--- config.mk ---
export PLATFORM = sky130hd
export DESIGN_NAME = sram_output_reader
export DESIGN_NICKNAME = d
export VERILOG_FILES = /design/src/rtl/sram_output_reader.sv
export SDC_FILE = /design/constraint.sdc
export NUM_CORES = 1
export LEC_CHECK = 0
export ABC_AREA = 1
export ABC_CLOCK_PERIOD_IN_PS = 5600
export BUFFER_PORTS_ARGS = -buffer_cell sky130_fd_sc_hd__buf_2
export CORE_UTILIZATION = 35
export CTS_BUF_LIST = sky130_fd_sc_hd__clkbuf_4
export CTS_CLUSTER_DIAMETER = 30
export DETAILED_ROUTE_END_ITERATION = 8
export HOLD_SLACK_MARGIN = 0.05
export SYNTH_ARGS = -nofsm -noshare
export SYNTH_HDL_FRONTEND = slang
export SYNTH_SLANG_ARGS = --single-unit
--- constraint.sdc ---
create_clock -name clk -period 5.6 [get_ports clk]
set_input_delay 0.84 -clock clk [delete_from_list [all_inputs] [get_ports clk]]
set_output_delay 0.84 -clock clk [all_outputs]
set_load 0.1 [all_outputs]
--- src/rtl/sram_output_reader.sv ---
// sram_output_reader
//   Drains a contiguous address range of the output-result SRAM onto a
//   valid/ready stream. Reads are issued against a credit count so the
//   return FIFO can never overflow, and the stream supports full backpressure.
//
// Ports
//   clk, rst_n          clock, asynchronous active-low reset
//   start               one-cycle command pulse, honoured only when idle
//   base_addr, length   first word address and word count (0..DEPTH)
//   busy, done          transfer in progress / one-cycle completion pulse
//   sram_cen_n          SRAM chip enable (active low), registered
//   sram_wen            SRAM write enable, always 0
//   sram_addr           SRAM address, registered
//   sram_rdata          SRAM data_out (valid the cycle after cen_n=0)
//   out_valid, out_ready, out_data   result stream (out_data = FIFO head)
module sram_output_reader #(
  parameter int DATA_WIDTH = 64,
  parameter int ADDR_WIDTH = 10,
  parameter int DEPTH      = 1024,
  parameter int FIFO_DEPTH = 4
) (
  input  logic                  clk,
  input  logic                  rst_n,
  input  logic                  start,
  input  logic [ADDR_WIDTH-1:0] base_addr,
  input  logic [ADDR_WIDTH:0]   length,
  output logic                  busy,
  output logic                  done,
  output logic                  sram_cen_n,
  output logic                  sram_wen,
  output logic [ADDR_WIDTH-1:0] sram_addr,
  input  logic [DATA_WIDTH-1:0] sram_rdata,
  output logic                  out_valid,
  input  logic                  out_ready,
  output logic [DATA_WIDTH-1:0] out_data
);
  localparam int LW = ADDR_WIDTH + 1;
  localparam int CW = $clog2(FIFO_DEPTH + 1);
  localparam int PW = $clog2(FIFO_DEPTH);
  localparam logic [CW:0]   CREDITS  = (CW+1)'(FIFO_DEPTH);
  localparam logic [CW-1:0] FULL     = CW'(FIFO_DEPTH);
  localparam logic [PW-1:0] LAST_PTR = PW'(FIFO_DEPTH - 1);
  localparam logic [LW-1:0] MAX_LEN  = LW'(DEPTH);

  typedef enum logic [1:0] {S_IDLE, S_RUN, S_DONE} state_e;

  state_e                state_q;
  logic [ADDR_WIDTH-1:0] base_q;
  logic [LW-1:0]         len_q, issued_q, popped_q;
  logic [ADDR_WIDTH-1:0] addr_q;
  // vld_pipe_q[0]: read presented to the SRAM this cycle (drives cen_n)
  // vld_pipe_q[1]: its data is on sram_rdata this cycle (push)
  logic [1:0]            vld_pipe_q;

  logic [DATA_WIDTH-1:0] mem_q [FIFO_DEPTH];
  logic [PW-1:0]         wr_ptr_q, rd_ptr_q;
  logic [CW-1:0]         cnt_q;

  logic                  push, pop, issue_d;
  logic [1:0]            inflight;
  logic [CW:0]           occ;
  logic [ADDR_WIDTH-1:0] issue_addr_d;

  assign push      = vld_pipe_q[1];
  assign out_valid = (cnt_q != '0);
  assign pop       = out_valid & out_ready;
  assign out_data  = mem_q[rd_ptr_q];
  assign inflight  = 2'(vld_pipe_q[0]) + 2'(vld_pipe_q[1]);
  // Occupancy seen by the credit check: a pop this cycle is not counted back.
  assign occ       = (CW+1)'(cnt_q) + (CW+1)'(inflight);

  assign busy       = (state_q != S_IDLE);
  assign done       = (state_q == S_DONE);
  assign sram_cen_n = ~vld_pipe_q[0];
  assign sram_wen   = 1'b0;
  assign sram_addr  = addr_q;

  // The first read is launched straight from IDLE so cen_n drops in the
  // cycle right after start is sampled.
  always_comb begin
    issue_d      = 1'b0;
    issue_addr_d = base_q + issued_q[ADDR_WIDTH-1:0];
    if (state_q == S_IDLE) begin
      issue_d      = start && (length != '0);
      issue_addr_d = base_addr;
    end else if (state_q == S_RUN) begin
      issue_d = (issued_q < len_q) && (occ < CREDITS);
    end
  end

  always_ff @(posedge clk or negedge rst_n) begin
    if (!rst_n) begin
      state_q    <= S_IDLE;
      base_q     <= '0;
      len_q      <= '0;
      issued_q   <= '0;
      popped_q   <= '0;
      addr_q     <= '0;
      vld_pipe_q <= '0;
    end else begin
      vld_pipe_q <= {vld_pipe_q[0], issue_d};
      if (issue_d) begin
        addr_q   <= issue_addr_d;
        issued_q <= (state_q == S_IDLE) ? LW'(1) : issued_q + LW'(1);
      end
      case (state_q)
        S_IDLE: if (start) begin
          base_q   <= base_addr;
          len_q    <= length;
          popped_q <= '0;
          state_q  <= (length == '0) ? S_DONE : S_RUN;
        end
        S_RUN: if (pop) begin
          popped_q <= popped_q + LW'(1);
          if (popped_q + LW'(1) == len_q) state_q <= S_DONE;
        end
        default: state_q <= S_IDLE;
      endcase
    end
  end

  always_ff @(posedge clk or negedge rst_n) begin
    if (!rst_n) begin
      for (int i = 0; i < FIFO_DEPTH; i++) mem_q[i] <= '0;
      wr_ptr_q <= '0;
      rd_ptr_q <= '0;
      cnt_q    <= '0;
    end else begin
      if (push) begin
        mem_q[wr_ptr_q] <= sram_rdata;
        wr_ptr_q        <= (wr_ptr_q == LAST_PTR) ? '0 : wr_ptr_q + PW'(1);
      end
      if (pop) rd_ptr_q <= (rd_ptr_q == LAST_PTR) ? '0 : rd_ptr_q + PW'(1);
      case ({push, pop})
        2'b10:   cnt_q <= cnt_q + CW'(1);
        2'b01:   cnt_q <= cnt_q - CW'(1);
        default: cnt_q <= cnt_q;
      endcase
    end
  end

  // The credit rule must make a push into a full FIFO impossible.
  a_no_overflow: assert property (@(posedge clk) disable iff (!rst_n)
    !(push && !pop && cnt_q == FULL));
  a_len_range: assert property (@(posedge clk) disable iff (!rst_n)
    !(start && state_q == S_IDLE && length > MAX_LEN));
endmodule

==> Word-level counts from Yosys, hierarchy flattened <==
Index checks and enable logic that the tools add are counted.
{ "totals": {"register_bits": 320, "inputBits": 89, "output_inout_bits": 79, "wordCells": 76} }
{ "classes": {"addsub": 9, "order_cmp": 5, "n_eq_ne": 10, "n_mux": 21, "bitwise_logic": 4, "n_reduce_logical": 13} }
{ "ops": {"columns": ["operator", "count"], "rows": [
  ["$bwmux 256", 1],
  ["$mux 64", 3],
  ["$bmux 64 s2", 1],
  ["$demux 64 s2", 1],
  ["$mux 11", 3],
  ["$add 11x1->11 const B", 2],
  ["$pmux 11 s2", 1],
  ["$mux 2", 6],
  ["$eq 11x11->1", 1],
  ["$logic_not 11->1", 1],
  ["$lt 11x11->1", 1],
  ["$reduce_bool 11->1", 1],
  ["$add 10x10->10", 1],
  ["$mux 10", 1],
  ["$eq 2x2->1 const B", 4],
  ["$ge 3x3->1 const B", 2],
  ["$not 2->3", 2],
  ["$pmux 3 s2", 1],
  ["$reduce_and 3->1", 2],
  ["$reduce_bool 2->1", 3],
  ["$add 2x1->2 const B", 2],
  ["$add 3x2->4", 1],
  ["$eq 2x1->1 const B", 2],
  ["$lt 4x3->1 const B", 1],
  ["other kinds (14)", 18]
]} }

==> Longest topological paths before layout <==
Gate-level depths: netlist of the first run.
{ "logic_depth": {"ltp_word": 6, "depth_mapped": 14, "ltp_nobuf": 14} }

==> Worst setup path after synthesis of the first run <==
No wires, ideal clock.
{ "synth_timing": {"path_kind": "reg2out", "from": "register rd_ptr_q[0]", "to": "output out_data[54]", "arrival_ns": 2.656, "t_required_ns": 4.760, "path_slack_ns": 2.104, "stages_incl_launch_ff": 7, "n_path_buf": 3, "cell_sequence": "dfrtp_1 > buf_2 > inv_1 > clkbuf_1 > clkbuf_1 > nor2_1 > o22ai_1"} }
{ "synth_via": {"elab_chain_len": 4} }
{ "synth_lines": {"columns": ["element", "line_no", "source"], "rows": [
  ["start: declaration", "56", "logic [PW-1:0] wr_ptr_q, rd_ptr_q;"],
  ["start signal: assignment", "133", "if (pop) rd_ptr_q <= (rd_ptr_q == LAST_PTR) ? '0 : rd_ptr_q + PW'(1);"],
  ["$not 2->3 (not written as such)", "67", "assign out_data = mem_q[rd_ptr_q];"],
  ["$bmux 64 s2", "67", null],
  ["$mux 64 (not written as such) (2 in a row)", "67", null],
  ["end: declaration", "35", "output logic [DATA_WIDTH-1:0] out_data"]
]} }
Every way passes these cells. The select of a mux whose other input is x is not followed.

==> Worst setup path after layout of the first run <==
{ "layout_timing": {"from": "register rd_ptr_q[0]", "to": "output out_data[50]"} }
The elaborated chain is that of the path after synthesis.

==> results.cfg, run 1 <==
[clock_network]
insertion_delay_ns = 0.78
cts_tree = yes
numCtsBuffers = 95
clockBufferDepth = 3
cts_root_buf = clkbuf_4
cts_max_level = 3
clkSinkCount = 320
cts_resized = 0
clk_pin_slew_ns = 0.07

[cells_and_area]
areaGrowthSynthToFinish_pct = 17.61
regArea_um2 = 8013
multi_input_comb_area_um2 = 5951
nNetsFinal = 2078
final_util_pct = 41.71
fillCellCount = 4263
layout-drive-gt1-share_pct = 17.79

[die]
start_util_pct = 35.47
core_area_um2 = 41850
rows = 75
die-area_um2 = 43240
ios = 168
die_w_um = 207.9
fp.dieH_um = 207.9

[critical_path]
r2r-end = issued_q[0]
r2r_cells = 8
critPathBufInv = 2
startpoint_type = flop
r2r_setup_slack_ns = 2.76
critical_path.max_fanout = 94
worstSetupPathType = reg -> out
slowest_stage = buf_4
r2r_start = state_q[1]
cp_top_family = buffers and inverters
slowest_delay_ns = 0.85
worstPathCellList = buf_4 -> o21ai_0 -> o22ai_1 -> buf_2
cp.arrival_ns = 3.42
critPathRequiredTime_ns = 4.76
worstSetupEndpointType = output port

[global_routing]
grt-ovfl-total = 0
grt_max_degree = 185
track_usage_pct = 18.42
antenna_found_initial = 2
grt_pass1_vias = 12950
grt_pass1_wl_um = 64630

[logic_synthesis]
syn_area_per_cell_um2 = 8.274
synthAdderAreaFrac_pct = 2.630
synth-xor-area-share_pct = 0.8850
syn-num-nets = 1913
synth_seq_area_share_pct = 53.94
yosysUniqueCellTypes = 40
synthMuxAreaShare_pct = 0
synth.cell_area_um2 = 14840
yosys.area_share.simple_pct = 17.69
ys.flop_type = dfrtp_1
synth_compound_area_share_pct = 18.65
yosys_warnings = 0
synthArstFlopShare_pct = 100.0
ys_ff_latch = 320
synth_cells = 1794
synth_top_family_by_area = compound AO/OA/AOI/OAI gates
synth_edf_count = 0

[timing]
slew-limit-headroom_pct = 30.76
clock_skew_ns = 0.03911
setup_violations = 0
setup_tns_ns = 0
period_share_pct = 76.10
rsz0062_at_grt = false
timing.hold.ws_ns = 0.2906
slew_viol_final = 0
hold_viol = 0
worst_slew_pin_slew_ns = 1.039
layout_setup_ws_ns = 1.338
period_needed_ns = 4.262
max_freq_ghz = 0.2346

[detailed_routing]
wl_per_cell_um = 14.87
drc_errors = 0
ant_nets = 0
drt_iter0_drc = 867
wl_um = 38360
dr.pass1.iters = 5
viasPerCell = 4.990
vias = 12870

[min_path]
worstHoldStart = length[3]
hp-class = in -> reg
whs_path_depth = 3
min_delay_worst_endpoint = len_q[3]

[place]
dp_slack_ns = 2.165
gp_congestion = 0.8293
numPortBuffers = 166
dp_hpwl_um = 22670

[run_status]
status = complete, no violations

[job]
drv_cap = 0
[layout by cell type, fill, tap and decap left out, types with 16 or more instances in the layout]
cell      netlist  layout
nand3_1        52      52
inv_1         120     118
o21ai_1        16      16
buf_2           6     165
nor2_1        163     163
o22ai_1        68      68
clkbuf_4        0     141
dfrtp_1       320     318
o21ai_0       422     422
a21oi_1        17      17
nand2_1       415     411
ha_1           28      28
[state kept, by name, indices dropped and copies added (netlist names)]
| name | flops |
|---|---|
| base_q | 10 |
| cnt_q | 3 |
| issued_q | 11 |
| len_q | 11 |
| mem_q | 256 |
| popped_q | 11 |
| rd_ptr_q | 2 |
| sram_addr | 10 |
| state_q | 2 |
| vld_pipe_q | 2 |
| wr_ptr_q | 2 |
[worst max path at each step]
| stage | startpoint | endpoint | slack [ns] | cells after the start |
|---|---|---|---|---|
| 2_1_floorplan | rd_ptr_q[0] | out_data[54] | 2.10 | 6 |
| 3_3_place_gp | rd_ptr_q[0] | out_data[49] | 2.18 | 4 |
| 3_5_place_dp | rd_ptr_q[0] | out_data[50] | 2.16 | 4 |
| 4_1_cts | rd_ptr_q[0] | out_data[50] | 1.26 | 4 |
| 5_1_grt | rd_ptr_q[0] | out_data[50] | 1.01 | 4 |
| 6_report | rd_ptr_q[0] | out_data[50] | 1.34 | 4 |
[metal layers]
layer | GRT usage, % | wire length, µm | up-vias
li1 | - | - | 6340
met1 | 24.08 | 17630 | 6047
met2 | 29.09 | 17410 | 394
met3 | 4.528 | 2304 | 87
met4 | 7.867 | 1019 | 0
met5 | 0 | 0 | -
[worst min-delay path: stages]
cell and delay [ns]:
buf_2 0.09, nand2_1 0.05, o21ai_0 0.06
[logic make-up (layout without fill, tap and decap cells)]
kind of cell	Yosys count	in the layout
adder cells (fa/ha/maj)	30	30
AO/OA/AOI/OAI	532	532
XOR/XNOR	15	15
buffers and inverters	238	479
flip-flops	320	320
other	1	6
AND/OR/NAND/NOR	658	658
[area by class of cell]
cell class	count	area share, %
antenna	5	0.07167
tap	539	3.863
sequential	320	45.90
timing repair buffer	178	5.562
inverter	128	2.766
clock inverter	32	1.691
multi-input combinational	1236	34.09
clock buffer	141	6.063
[what timing repair did]
action                                 4_1_cts  5_1_grt
endpoints found under the hold margin       13        0
hold buffers                                 1        0
buffers inserted                             0        0
setup endpoints to repair                    0        0
[metrics by stage]
step,area [µm²],instances
2_1_floorplan,14840,1794
3_3_place_gp,16080,2400
3_5_place_dp,16080,2400
4_1_cts,17450,2574
5_1_grt,17460,2578
6_report,17460,2579
[Yosys cell counts, types with 2 or more instances]
library cell | number | area (µm²)
a21oi_1 | 17 | 85.08
buf_1 | 2 | 7.510
buf_2 | 6 | 30.03
buf_4 | 2 | 15.01
clkbuf_1 | 99 | 371.6
dfrtp_1 | 320 | 8008
fa_1 | 2 | 40.04
ha_1 | 28 | 350.3
inv_1 | 120 | 450.4
inv_2 | 8 | 30.03
nand2_1 | 415 | 1558
nand2_2 | 2 | 12.51
nand3_1 | 52 | 260.3
nand4_1 | 9 | 56.30
nor2_1 | 163 | 611.8
nor2_2 | 3 | 18.77
nor3_1 | 4 | 20.02
nor4_1 | 2 | 12.51
o21ai_0 | 422 | 2112
o21ai_1 | 16 | 80.08
o22ai_1 | 68 | 425.4
o31ai_1 | 2 | 15.01
or2_2 | 2 | 12.51
xnor2_1 | 5 | 43.79
xor2_1 | 10 | 87.58
Power of run 1 is not shown: default switching activity piles up to over one toggle a cycle in this logic, so the estimate is an artifact.
==> run 2, diff against run 1 <==
--- a/config.mk
+++ b/config.mk
@@ -6,7 +6,7 @@
 export NUM_CORES = 1
 export LEC_CHECK = 0
 export ABC_AREA = 1
-export ABC_CLOCK_PERIOD_IN_PS = 5600
+export ABC_CLOCK_PERIOD_IN_PS = 3800
 export BUFFER_PORTS_ARGS = -buffer_cell sky130_fd_sc_hd__buf_2
 export CORE_UTILIZATION = 35
 export CTS_BUF_LIST = sky130_fd_sc_hd__clkbuf_4
==> constraint.sdc (replaced) <==
create_clock -name clk -period 3.8 [get_ports clk]
set_input_delay 0.57 -clock clk [delete_from_list [all_inputs] [get_ports clk]]
set_output_delay 0.57 -clock clk [all_outputs]
set_load 0.1 [all_outputs]
==> run 2 against run 1 <==
Net effect: global-route usage is 0.65 points higher; non-clock buffer count is 97 higher; count of clock-buffer cells in the layout shrank 4; largest cell class unchanged.
==> results.cfg, run 2 (same netlist as run 1, synthesis figures left out) <==
[run_status]
status = complete, no violations

[detailed_routing]
vias = 13200
wl_per_cell_um = 15.07
ant_nets = 0
drc_errors = 0
wl_um = 40380
drt_iter0_drc = 800
dr.pass1.iters = 5
viasPerCell = 4.926

[critical_path]
cp.arrival_ns = 2.90
worstSetupEndpointType = output port
critPathRequiredTime_ns = 3.23
startpoint_type = flop
critical_path.max_fanout = 67
worstSetupPathType = reg -> out

[die]
core_area_um2 = 41850
start_util_pct = 35.47
rows = 75
ios = 168
die-area_um2 = 43240
die_w_um = 207.9
fp.dieH_um = 207.9

[clock_network]
clkSinkCount = 320
cts_root_buf = clkbuf_4
cts_tree = yes
cts_max_level = 3
clk_pin_slew_ns = 0.07
post_cts_buffers = 0
insertion_delay_ns = 0.83
numCtsBuffers = 96
hold_buffers = 83
cts_resized = 0
clockBufferDepth = 3

[global_routing]
track_usage_pct = 19.07
grt-ovfl-total = 0
antenna_found_initial = 6
grt_pass1_wl_um = 66670
grt_max_degree = 131
grt_pass1_vias = 13100

[timing]
period_share_pct = 91.28
slew-limit-headroom_pct = 35.46
setup_violations = 0
timing.hold.ws_ns = 0.1617
slew_viol_final = 0
rsz0062_at_grt = false
hold_viol = 0
period_needed_ns = 3.469
max_freq_ghz = 0.2883
setup_tns_ns = 0
clock_skew_ns = 0.07724
worst_slew_pin_slew_ns = 0.9682

[min_path]
hp-class = in -> reg

[cells_and_area]
largest_reg_flops = 256
final_common_cell = o21ai_0
nNetsFinal = 2176
largest-register = mem_q
mostFrequentLayoutCells = o21ai_0, nand2_1, dfrtp_1
stdcell_count = 2679
layout-drive-gt1-share_pct = 17.43
areaGrowthSynthToFinish_pct = 23.64

[place]
dp_hpwl_um = 24280
numPortBuffers = 166
gp_congestion = 0.8204
dp.cells = 2415

[job]
drv_cap = 0
-- run 2: metrics by stage --
step                utilization (%)  area (µm²)  worst slack, ns
floorplan                         -       14840           0.5738
CTS                           43.82       18340           0.2062
finish                        43.85       18350           0.3313
global placement              38.72       16210            1.096
global route                  43.85       18350          0.08078
detailed placement            38.72       16210            1.092
-- run 2: worst max-delay path: stages, from the launching register on --
cell and delay, ns:
dfrtp_4 0.50, inv_4 0.57, buf_4 0.30, o21ai_0 0.09, o22ai_1 0.20, buf_2 0.47
-- run 2: cell type report --
cell class	count	area, µm²
timing repair buffer	275	1917
tap	539	674.4
clock inverter	38	272.8
multi-input combinational	1236	5951
sequential	320	8013
clock buffer	137	1028
antenna	6	15.01
fill	4250	23500
inverter	128	483.0
-- run 2: worst paths after layout --
path	start	endpoint	slack, ns	cells past startpoint
worst min register to register	mem_q[149]	mem_q[149]	0.48	2
worst min-delay path	sram_rdata[56]	mem_q[120]	0.16	3
max in group asynchronous	rst_n	mem_q[42]	2.30	3
min in group asynchronous	rst_n	mem_q[10]	0.38	2
worst max-delay path	rd_ptr_q[0]	out_data[26]	0.33	5
worst max register to register	state_q[1]	popped_q[3]	1.47	9
-- run 2: per-layer routing --
layer | GRT usage (%) | share of wire (%)
met5 | 0 | 0.025
met4 | 6.948 | 2.0
met3 | 4.981 | 5.7
met2 | 31.49 | 47
met1 | 24.05 | 45
Power of run 2 is left out for the same reason.
